### src/rtl/next_pc_predict_if.sv
// Fetch-PC unit bus: front-end inputs (stall, fetched instruction, EX resolve)
// and the unit's outputs (pc, prediction, flushes, mispredict counter).
//   slave  : used by next_pc_predict (drives pc/pred*/flush*/mispredicts)
//   master : used by whatever drives fetch and resolve information
// Handshake: no valid/ready pair. resolveValid qualifies the resolve* fields
// for exactly the cycle it is high; every other signal is level-sampled at
// each rising clock edge.
interface next_pc_predict_if;
  logic        stall;
  logic [31:0] instruction;
  logic        resolveValid;
  logic [31:0] resolvePC;
  logic        resolveTaken;
  logic [31:0] resolveTarget;
  logic        resolvePredTaken;
  logic [31:0] resolvePredTarget;
  logic [31:0] pc;
  logic        predTaken;
  logic [31:0] predTarget;
  logic        flushID;
  logic        flushEX;
  logic [15:0] mispredicts;

  modport slave (
    input  stall, instruction, resolveValid, resolvePC, resolveTaken,
           resolveTarget, resolvePredTaken, resolvePredTarget,
    output pc, predTaken, predTarget, flushID, flushEX, mispredicts
  );

  modport master (
    output stall, instruction, resolveValid, resolvePC, resolveTaken,
           resolveTarget, resolvePredTaken, resolvePredTarget,
    input  pc, predTaken, predTarget, flushID, flushEX, mispredicts
  );
endinterface

### src/rtl/next_pc_predict.sv
// Fetch-stage PC unit with a direct-mapped BTB of saturating counters.
// Ports:
//   clk   : rising-edge clock
//   reset : synchronous, active-high
//   bus   : next_pc_predict_if.slave (stall, instruction, resolve* in;
//           pc, predTaken, predTarget, flushID, flushEX, mispredicts out)
// J/JAL are decoded in IF and always predicted taken; everything else uses
// the BTB. A mispredict reported by EX redirects fetch (overriding stall)
// and squashes IF/ID and ID/EX in the same cycle.
module next_pc_predict #(
  parameter int          BTB_DEPTH = 16,
  parameter int          CTR_BITS  = 2,
  parameter logic [31:0] RESET_PC  = 32'h0000_3000
) (
  input logic              clk,
  input logic              reset,
  next_pc_predict_if.slave bus
);
  localparam int IDX_W = $clog2(BTB_DEPTH);
  localparam int TAG_W = 30 - IDX_W;
  localparam logic [CTR_BITS-1:0] CTR_MAX  = '1;
  localparam logic [CTR_BITS-1:0] CTR_INIT = CTR_BITS'(1 << (CTR_BITS - 1));

  // BTB storage; only valid bits and counters need a reset value.
  logic [BTB_DEPTH-1:0] btb_valid;
  logic [TAG_W-1:0]     btb_tag    [BTB_DEPTH];
  logic [31:0]          btb_target [BTB_DEPTH];
  logic [CTR_BITS-1:0]  btb_ctr    [BTB_DEPTH];

  logic [31:0]      pc_q;
  logic [15:0]      mis_q;
  logic [31:0]      pc_plus4;
  logic [31:0]      jump_addr;
  logic             is_j;
  logic [IDX_W-1:0] l_idx;
  logic             l_hit;
  logic             pred_taken;
  logic [31:0]      pred_target;
  logic             mispredict;
  logic             upd_en;
  logic [IDX_W-1:0] r_idx;
  logic [TAG_W-1:0] r_tag;
  logic             r_hit;

  // Fetch-side lookup and prediction
  always_comb begin
    pc_plus4  = pc_q + 32'd4;
    jump_addr = {pc_plus4[31:28], bus.instruction[25:0], 2'b00};
    is_j      = (bus.instruction[31:26] == 6'h02) ||
                (bus.instruction[31:26] == 6'h03);
    l_idx     = pc_q[IDX_W+1:2];
    l_hit     = btb_valid[l_idx] && (btb_tag[l_idx] == pc_q[31:IDX_W+2]);
    pred_taken  = 1'b0;
    pred_target = pc_plus4;
    if (is_j) begin
      pred_taken  = 1'b1;
      pred_target = jump_addr;
    end else if (l_hit && btb_ctr[l_idx][CTR_BITS-1]) begin
      pred_taken  = 1'b1;
      pred_target = btb_target[l_idx];
    end
  end

  // Resolve side: a taken branch with the wrong target is a mispredict too.
  always_comb begin
    upd_en     = bus.resolveValid && !reset;
    mispredict = upd_en &&
                 ((bus.resolveTaken != bus.resolvePredTaken) ||
                  (bus.resolveTaken &&
                   (bus.resolveTarget != bus.resolvePredTarget)));
    r_idx = bus.resolvePC[IDX_W+1:2];
    r_tag = bus.resolvePC[31:IDX_W+2];
    r_hit = btb_valid[r_idx] && (btb_tag[r_idx] == r_tag);
  end

  // PC register: reset > mispredict redirect > stall > prediction
  always_ff @(posedge clk) begin
    if (reset) begin
      pc_q <= RESET_PC;
    end else if (mispredict) begin
      pc_q <= bus.resolveTaken ? bus.resolveTarget
                               : bus.resolvePC + 32'd4;
    end else if (!bus.stall) begin
      pc_q <= pred_target;
    end
  end

  always_ff @(posedge clk) begin
    if (reset) begin
      mis_q <= '0;
    end else if (mispredict) begin
      mis_q <= mis_q + 16'd1;
    end
  end

  // BTB valid/counter update. Writes land at the edge, so a lookup in the
  // same cycle always sees the old contents.
  always_ff @(posedge clk) begin
    if (reset) begin
      btb_valid <= '0;
      for (int i = 0; i < BTB_DEPTH; i++) btb_ctr[i] <= '0;
    end else if (upd_en) begin
      if (r_hit) begin
        if (bus.resolveTaken) begin
          if (btb_ctr[r_idx] != CTR_MAX) btb_ctr[r_idx] <= btb_ctr[r_idx] + 1'b1;
        end else begin
          if (btb_ctr[r_idx] != '0) btb_ctr[r_idx] <= btb_ctr[r_idx] - 1'b1;
        end
      end else if (bus.resolveTaken) begin
        btb_valid[r_idx] <= 1'b1;
        btb_ctr[r_idx]   <= CTR_INIT;
      end
    end
  end

  // Tag/target are meaningless while the valid bit is clear, so no reset.
  always_ff @(posedge clk) begin
    if (upd_en && bus.resolveTaken) begin
      btb_target[r_idx] <= bus.resolveTarget;
      if (!r_hit) btb_tag[r_idx] <= r_tag;
    end
  end

  assign bus.pc          = pc_q;
  assign bus.predTaken   = pred_taken;
  assign bus.predTarget  = pred_target;
  assign bus.flushID     = mispredict;
  assign bus.flushEX     = mispredict;
  assign bus.mispredicts = mis_q;
endmodule

### src/flat_wrapper.sv
// flat-port wrapper written by rule: the top's interface ports become plain ports
module next_pc_predict_flat 
#(
  parameter int          BTB_DEPTH = 16,
  parameter int          CTR_BITS  = 2,
  parameter logic [31:0] RESET_PC  = 32'h0000_3000
)
  (clk, reset, bus_stall, bus_instruction, bus_resolveValid, bus_resolvePC, bus_resolveTaken, bus_resolveTarget, bus_resolvePredTaken, bus_resolvePredTarget, bus_pc, bus_predTaken, bus_predTarget, bus_flushID, bus_flushEX, bus_mispredicts);
  next_pc_predict_if bus_i ();
  input logic clk;
  input logic reset;
  input wire logic [$bits(bus_i.stall)-1:0] bus_stall;
  input wire logic [$bits(bus_i.instruction)-1:0] bus_instruction;
  input wire logic [$bits(bus_i.resolveValid)-1:0] bus_resolveValid;
  input wire logic [$bits(bus_i.resolvePC)-1:0] bus_resolvePC;
  input wire logic [$bits(bus_i.resolveTaken)-1:0] bus_resolveTaken;
  input wire logic [$bits(bus_i.resolveTarget)-1:0] bus_resolveTarget;
  input wire logic [$bits(bus_i.resolvePredTaken)-1:0] bus_resolvePredTaken;
  input wire logic [$bits(bus_i.resolvePredTarget)-1:0] bus_resolvePredTarget;
  output wire logic [$bits(bus_i.pc)-1:0] bus_pc;
  output wire logic [$bits(bus_i.predTaken)-1:0] bus_predTaken;
  output wire logic [$bits(bus_i.predTarget)-1:0] bus_predTarget;
  output wire logic [$bits(bus_i.flushID)-1:0] bus_flushID;
  output wire logic [$bits(bus_i.flushEX)-1:0] bus_flushEX;
  output wire logic [$bits(bus_i.mispredicts)-1:0] bus_mispredicts;
  assign bus_i.stall = bus_stall;
  assign bus_i.instruction = bus_instruction;
  assign bus_i.resolveValid = bus_resolveValid;
  assign bus_i.resolvePC = bus_resolvePC;
  assign bus_i.resolveTaken = bus_resolveTaken;
  assign bus_i.resolveTarget = bus_resolveTarget;
  assign bus_i.resolvePredTaken = bus_resolvePredTaken;
  assign bus_i.resolvePredTarget = bus_resolvePredTarget;
  assign bus_pc = bus_i.pc;
  assign bus_predTaken = bus_i.predTaken;
  assign bus_predTarget = bus_i.predTarget;
  assign bus_flushID = bus_i.flushID;
  assign bus_flushEX = bus_i.flushEX;
  assign bus_mispredicts = bus_i.mispredicts;
  next_pc_predict #(.BTB_DEPTH(BTB_DEPTH), .CTR_BITS(CTR_BITS), .RESET_PC(RESET_PC)) u_core (.clk(clk), .reset(reset), .bus(bus_i));
endmodule
### config.mk
export PLATFORM = sky130hd
export DESIGN_NAME = next_pc_predict_flat
export DESIGN_NICKNAME = d
export VERILOG_FILES = /design/src/rtl/next_pc_predict_if.sv /design/src/rtl/next_pc_predict.sv /design/src/flat_wrapper.sv
export SDC_FILE = /design/constraint.sdc
export NUM_CORES = 1
export LEC_CHECK = 0
export BUFFER_PORTS_ARGS = -buffer_cell sky130_fd_sc_hd__buf_2
export CAP_MARGIN = 20
export CELL_PAD_IN_SITES_DETAIL_PLACEMENT = 2
export CELL_PAD_IN_SITES_GLOBAL_PLACEMENT = 2
export CORE_MARGIN = 2
export CORE_UTILIZATION = 47
export DETAILED_ROUTE_END_ITERATION = 8
export PLACE_DENSITY = 0.85
export SYNTH_ARGS = -nofsm -noshare
export SYNTH_HDL_FRONTEND = slang
export SYNTH_SLANG_ARGS = --single-unit
export TNS_END_PERCENT = 50
### constraint.sdc
create_clock -name clk -period 7.9 [get_ports clk]
set_input_delay 1.58 -clock clk [delete_from_list [all_inputs] [get_ports clk]]
set_output_delay 1.58 -clock clk [all_outputs]
set_load 0.01 [all_outputs]
==> flow_metrics.tcl, run 1 <==
set metrics [dict create \
    status "finished, violations left" \
    violations "setup timing" \
    pwr-share-comb_pct 11.4 \
    cts_tree "built" \
    cts_sinks 1028 \
    period_share_pct 101.1 \
    h-tree-depth 3 \
    drive_above_1_share_pct 30.22 \
    synth_most_common_cell "edfxtp_1" \
    crit_required_ps 6320 \
    clk_path_buf_depth 3 \
    setup_ws_ps -86.40 \
    routedWlPerCell_um 45.30 \
    synth_nets 2774 \
    dr.max_layer_used "met5" \
    setup_viol 1 \
    powerDensity_nw_per_um2 243.5 \
    grt_max_degree 123 \
    place_hpwl_um 112300 \
    finalHoldViolations 0 \
    synth_area_um2 46390 \
    num-nets-final 2997 \
    crit_type "flip-flop to output pin" \
    netlist_instances 2634 \
    row_count 115 \
    die-area_um2 101200 \
    period_minus_slack_ps 7986 \
    dr_wl_met2_um 92570 \
    drtPass1Iterations 6 \
    min_path_type "flip-flop to flip-flop" \
    fin_total_pwr_mw 12.90 \
    synth_edf_count 960 \
    seqCellArea_um2 30200 \
    power.switching_mw 3.459 \
    totalWireLength_um 192200 \
    rsz0062_at_grt "false" \
    dpl.cell_count 4032 \
    cp.arrival_ps 6410 \
    yosys.area.top_type "edfxtp_1" \
    clockRootBuffer "clkbuf_16" \
    vias 30950 \
    multi_input_area_um2 15560 \
    synth_top_cells_by_count "edfxtp_1 (960), mux4_2 (378), nor2_1 (169)" \
    slew_headroom_pct 25.97 \
    grt_pass1_vias 32670 \
    dp_slack_ps 896.7 \
    p_seq_share_pct 47.5 \
    initial_core_util_pct 47.27 \
    io_pins 217 \
    maxCapViolCount 0 \
    antenna_found_initial 19 \
    startpoint_type "flip-flop" \
    fill_cells 8318 \
    synth_top_area_share_pct 62.15 \
    met1_length_um 64850 \
    ys_seq_area_share_pct 65.08 \
    clockPowerShare_pct 41.1 \
    path_clk_slew_ps 60 \
    worstMarginPinSlew_ps 1097 \
    overflow 0 \
    switching_share_pct 26.82 \
    grt_usage_pct 37.48 \
    end_kind "output pin" \
    yosys-top-cells-area "edfxtp_1 (62%), mux4_2 (18%), dfxtp_1 (2.9%)" \
    drv_slew 0 \
    globalplace.congestion 0.9319 \
    die_y_um 318.2 \
    syn_to_final_growth_pct 14.21 \
    grt_first_pass_wirelength_um 264700 \
    avgSynthCellArea_um2 17.61 \
    numPortBuffers 215 \
    wl_met3_um 21330 \
    ys_dominant_reg_cell "edfxtp_1" \
    stdcell_count 4243 \
    core_um2 98130 \
    ys_ff_latch 1028 \
    worstSkewPairLatency_ps 760 \
    drcViolationCount 0 \
    postSynth.asyncResetShare_pct 0 \
    ys_warn_count 0 \
    worstPathMaxFanout 32 \
    vdd_drop_max_v 0.0002620 \
    finClkSkew_ps 86.12 \
    p_int_mw 9.438 \
    cts_buffers 108 \
    drt-initial-drc-count 4610 \
    max_freq_ghz 0.1252 \
    antenna_left 0 \
    die_w_um 318.2 \
    routed_via_density 7.294 \
    ys_types 66 \
    leakagePower_nw 17.16 \
]
-- sequential cells by signal, indices dropped and copies added, names as in the netlist, named ones only --
signal / count
u_core.btb_target: 512
u_core.btb_tag: 416
u_core.btb_ctr: 32
u_core.bus.pc: 32
u_core.btb_valid: 16
u_core.bus.mispredicts: 16
-- cell families after synthesis --
logic type | after synthesis | synth area share (%)
compound gates | 240 | 3.507
fa+ha+maj | 6 | 0.1618
simple gates | 480 | 4.820
xor+xnor | 152 | 2.870
mux | 527 | 21.62
flops | 1028 | 65.08
buf+inv | 201 | 1.939
-- worst paths after layout --
check | depth (start not counted) | to | from | slack [ps]
worst min register to register | 2 | u_core.bus.mispredicts[14] | u_core.bus.mispredicts[14] | 510
worst max register to register | 12 | u_core.bus.pc[2] | flip-flop | 1880
worst min-delay path | 2 | u_core.bus.mispredicts[14] | u_core.bus.mispredicts[14] | 510
worst max-delay path | 12 | bus_predTarget[25] | flip-flop | -90
-- stage by stage --
stage                     setup TNS, ps  instance area, µm²  hold slack, ps  utilization, %
after global placement                0               49420           467.2           50.36
after global routing                  0               52960           563.1           53.97
after CTS                             0               52950           517.1           53.96
after floorplan                       0               46390           451.9               -
final                            -86.40               52980           514.1           53.99
after detailed placement              0               49420           501.2           50.36
-- cells in the final DEF, fill, tap and decap left out, types with 10 or more instances in the layout --
master | synthesis | routed
a211oi_1 | 15 | 15
a21oi_1 | 36 | 35
a221oi_1 | 14 | 14
a22o_1 | 10 | 10
a22oi_1 | 15 | 15
and3_1 | 16 | 15
buf_12 | 0 | 26
buf_2 | 47 | 213
buf_4 | 13 | 56
clkbuf_1 | 94 | 25
clkbuf_16 | 0 | 109
clkinv_1 | 3 | 26
clkinv_2 | 0 | 20
dfxtp_1 | 68 | 64
diode_2 | 0 | 11
edfxtp_1 | 960 | 960
inv_1 | 14 | 14
mux2_2 | 19 | 19
mux2i_1 | 130 | 130
mux4_2 | 378 | 378
nand2_1 | 135 | 135
nand2b_1 | 12 | 12
nand3_1 | 34 | 33
nand4_1 | 31 | 31
nor2_1 | 169 | 137
nor2_4 | 0 | 32
nor2b_1 | 18 | 17
nor3b_1 | 12 | 12
o21ai_0 | 63 | 63
o21ai_1 | 11 | 11
xnor2_1 | 86 | 86
xor2_1 | 66 | 66
-- layout make-up --
type / count / share of cell area [%]
clock inverter: 61 / 1.181
clock buffer: 137 / 5.404
sequential: 1028 / 57.01
antenna: 11 / 0.05196
tap: 1287 / 3.040
timing repair buffer: 296 / 3.814
inverter: 18 / 0.1275
multi-input combinational: 1405 / 29.37
-- worst max-delay path: stages, from the launching register on --
cell       delay (ps)
dfxtp_4           750
buf_4             390
nor2b_1           670
a22oi_1           290
a21oi_1           320
nor3b_1           140
a2111oi_0         410
nand4_1           170
or4_2             770
buf_4             400
mux2i_1           240
o21ai_0           790
buf_2             280
-- what timing repair did --
item	CTS	global route
cloned	0	0
resized for setup	0	1
hold buffers	0	0
setup buffers	2	0
pin swaps	0	0
setup endpoints to repair	1	1
-- layer usage --
layer | up-vias | global-route usage [%]
met5 | - | 0
met4 | 10 | 21.36
met3 | 779 | 9.012
met2 | 2692 | 61.15
met1 | 16280 | 46.01
li1 | 11180 | -
-- power by group through the flow --
stage,clock (mW),sequential [mW],combinational (mW)
6_report,5.30,6.13,1.47
5_1_grt,5.47,6.12,1.50
4_1_cts,5.29,6.12,1.43
3_5_place_dp,0,6.24,1.37
2_1_floorplan,0,6.15,0.844
3_3_place_gp,0,6.22,1.29
(Power assumes the default switching activity.)
==> run 2: changes to the inputs <==
Clock period 7.9 ns to 8.8 ns, I/O delays scaled along.
==> run 2 against run 1 <==
The flow now finishes without violations. Power shrank 10%. Cell area shrank 0.13%. Core utilization shrank 0.073 points. Register-to-register slack gained 590 ps. Sequential power shrank 10%. Critical endpoint is now bus_predTarget[31]. Clock-buffer cell count grew 14. Clock skew shrank 48 ps. Worst setup slack gained 450 ps. Cell count grew 0.28%. Hold slack gained 4.8 ps. Non-clock buffer count grew 11. Critical path depth shrank 2. Highest routed layer unchanged.
==> flow_metrics.tcl, run 2 (synthesis results as in run 1) <==
set metrics [dict create \
    status "completed" \
    p_int_mw 8.535 \
    overflow 0 \
    place_hpwl_um 111600 \
    pwr-share-comb_pct 11.2 \
    worstRegToRegCells 11 \
    num-nets-final 3008 \
    cp.arrival_ps 6670 \
    grt_max_degree 123 \
    die_y_um 318.2 \
    cts_buffers 108 \
    hold_depth 2 \
    drt-initial-drc-count 4609 \
    vias 30700 \
    maxCapViolCount 0 \
    tns_ps 0 \
    postPlaceCellArea_um2 49280 \
    die-area_um2 101200 \
    largest-register "u_core.btb_target" \
    syn_to_final_growth_pct 14.06 \
    cts_resized 0 \
    drcViolationCount 0 \
    row_count 115 \
    fin_area_um2 52910 \
    totalWireLength_um 188600 \
    initial_core_util_pct 47.27 \
    path_common_cell "mux2i_1" \
    clk_path_buf_depth 3 \
    worstSkewPairLatency_ps 740 \
    min_path_type "flip-flop to flip-flop" \
    routedWlPerCell_um 44.33 \
    reg_top3 "u_core.btb_target (512), u_core.btb_tag (416)" \
    drtPass1Iterations 6 \
    startpoint_type "flip-flop" \
    end_kind "output pin" \
    vdd_drop_max_v 0.0002179 \
    max_freq_ghz 0.1186 \
    leakagePower_nw 17.16 \
    io_pins 217 \
    drv_slew 0 \
    grt_usage_pct 37.14 \
    clockPowerShare_pct 41.3 \
    numPortBuffers 215 \
    drive_above_1_share_pct 30.68 \
    worstMarginPinSlew_ps 1198 \
    cts_sinks 1028 \
    finClkSkew_ps 38.55 \
    switching_share_pct 26.40 \
    largest_reg_flops 512 \
    final_cell_mix "edfxtp_1 (960), mux4_2 (378), buf_2 (213), nor2_1 (137), nand2_1 (135)" \
    p_seq_share_pct 47.5 \
    final_common_cell "edfxtp_1" \
    cts_hold_buf 0 \
    crit_type "flip-flop to output pin" \
    h-tree-depth 3 \
    period_share_pct 95.82 \
    clockRootBuffer "clkbuf_16" \
    globalplace.congestion 0.8983 \
    powerDensity_nw_per_um2 219.2 \
    cts_tree "built" \
    path_clk_slew_ps 60 \
    antenna_found_initial 17 \
    period_minus_slack_ps 8432 \
    slew_headroom_pct 19.93 \
    die_w_um 318.2 \
    antenna_left 0 \
    path_cells "buf_4 > mux2i_1 > a221oi_1 > mux2_2 > a2111oi_0 > nand4_1 > or4_2 > nor2_2 > mux2i_1 > buf_2" \
    worstPathMaxFanout 53 \
    crit_required_ps 7040 \
    grt_pass1_vias 32880 \
    grt_first_pass_wirelength_um 262600 \
    core_um2 98130 \
    max_stage_delay_ps 950 \
    finalHoldViolations 0 \
    rsz0062_at_grt "false" \
    setup_viol 0 \
    power.switching_mw 3.061 \
    cts_setup_buffers 0 \
    cp_slowest_cell "dfxtp_4" \
    routed_via_density 7.214 \
]
[run 2: cell types whose count changed in the layout (fill, tap and decap cells not counted), sizes merged]
cell / change
inv: +1
diode: -6
clkinvlp: +11
clkbuf: +15
clkinv: -19
buf: +10
[run 2: path summary, 6_finish.rpt]
path,from,endpoint,slack (ps)
setup / recovery,flip-flop,bus_predTarget[31],370
hold reg to reg,u_core.bus.mispredicts[10],u_core.bus.mispredicts[10],520
setup reg to reg,flip-flop,u_core.bus.pc[15],2470
hold / removal,u_core.bus.mispredicts[10],u_core.bus.mispredicts[10],520
[run 2: layout make-up]
cell class	count	area [µm²]
fillers	8401	45230
flip-flops and latches	1028	30200
multi-input cells	1405	15560
clock buffers	151	2965
repair buffers	307	1871
well taps	1287	1610
clock inverters	54	619.3
inverters	18	67.56
diodes	5	12.51
[run 2: power groups by stage]
stage	logic (mW)	clock network, mW	registers, mW
2_1_floorplan	0.758	0	5.52
3_3_place_gp	1.15	0	5.59
3_5_place_dp	1.23	0	5.60
4_1_cts	1.26	4.82	5.50
5_1_grt	1.32	4.98	5.51
6_report	1.30	4.79	5.51
[run 2: per-layer routing]
metal  vias to the layer above  wire length (µm)  global-route usage, %
li1                      11200                 -                      -
met1                     16130             64460                  44.70
met2                      2580             90120                  59.84
met3                       768             20380                  10.22
met4                        18             13540                  22.79
met5                         -               112                      0
[run 2: worst max-delay path, delay by kind of cell, from the launching register on]
kind                   cells  cell delay, ps
AO/OA/AOI/OAI              2            1370
multiplexers               3            1320
flip-flops                 1             950
AND/OR/NAND/NOR            3            1400
buffers and inverters      2             810
[run 2: per-stage QoR]
stage	setup slack [ps]	hold WS (ps)	power (mW)	cells	utilization, %
2_1_floorplan	2655	451.9	6.281	2634	-
3_3_place_gp	1520	465.5	6.737	4042	50.19
3_5_place_dp	1356	503.5	6.829	4043	50.22
4_1_cts	651.2	523.1	11.58	4248	53.87
5_1_grt	458.7	554.2	11.81	4255	53.91
6_report	367.7	519.0	11.60	4255	53.91
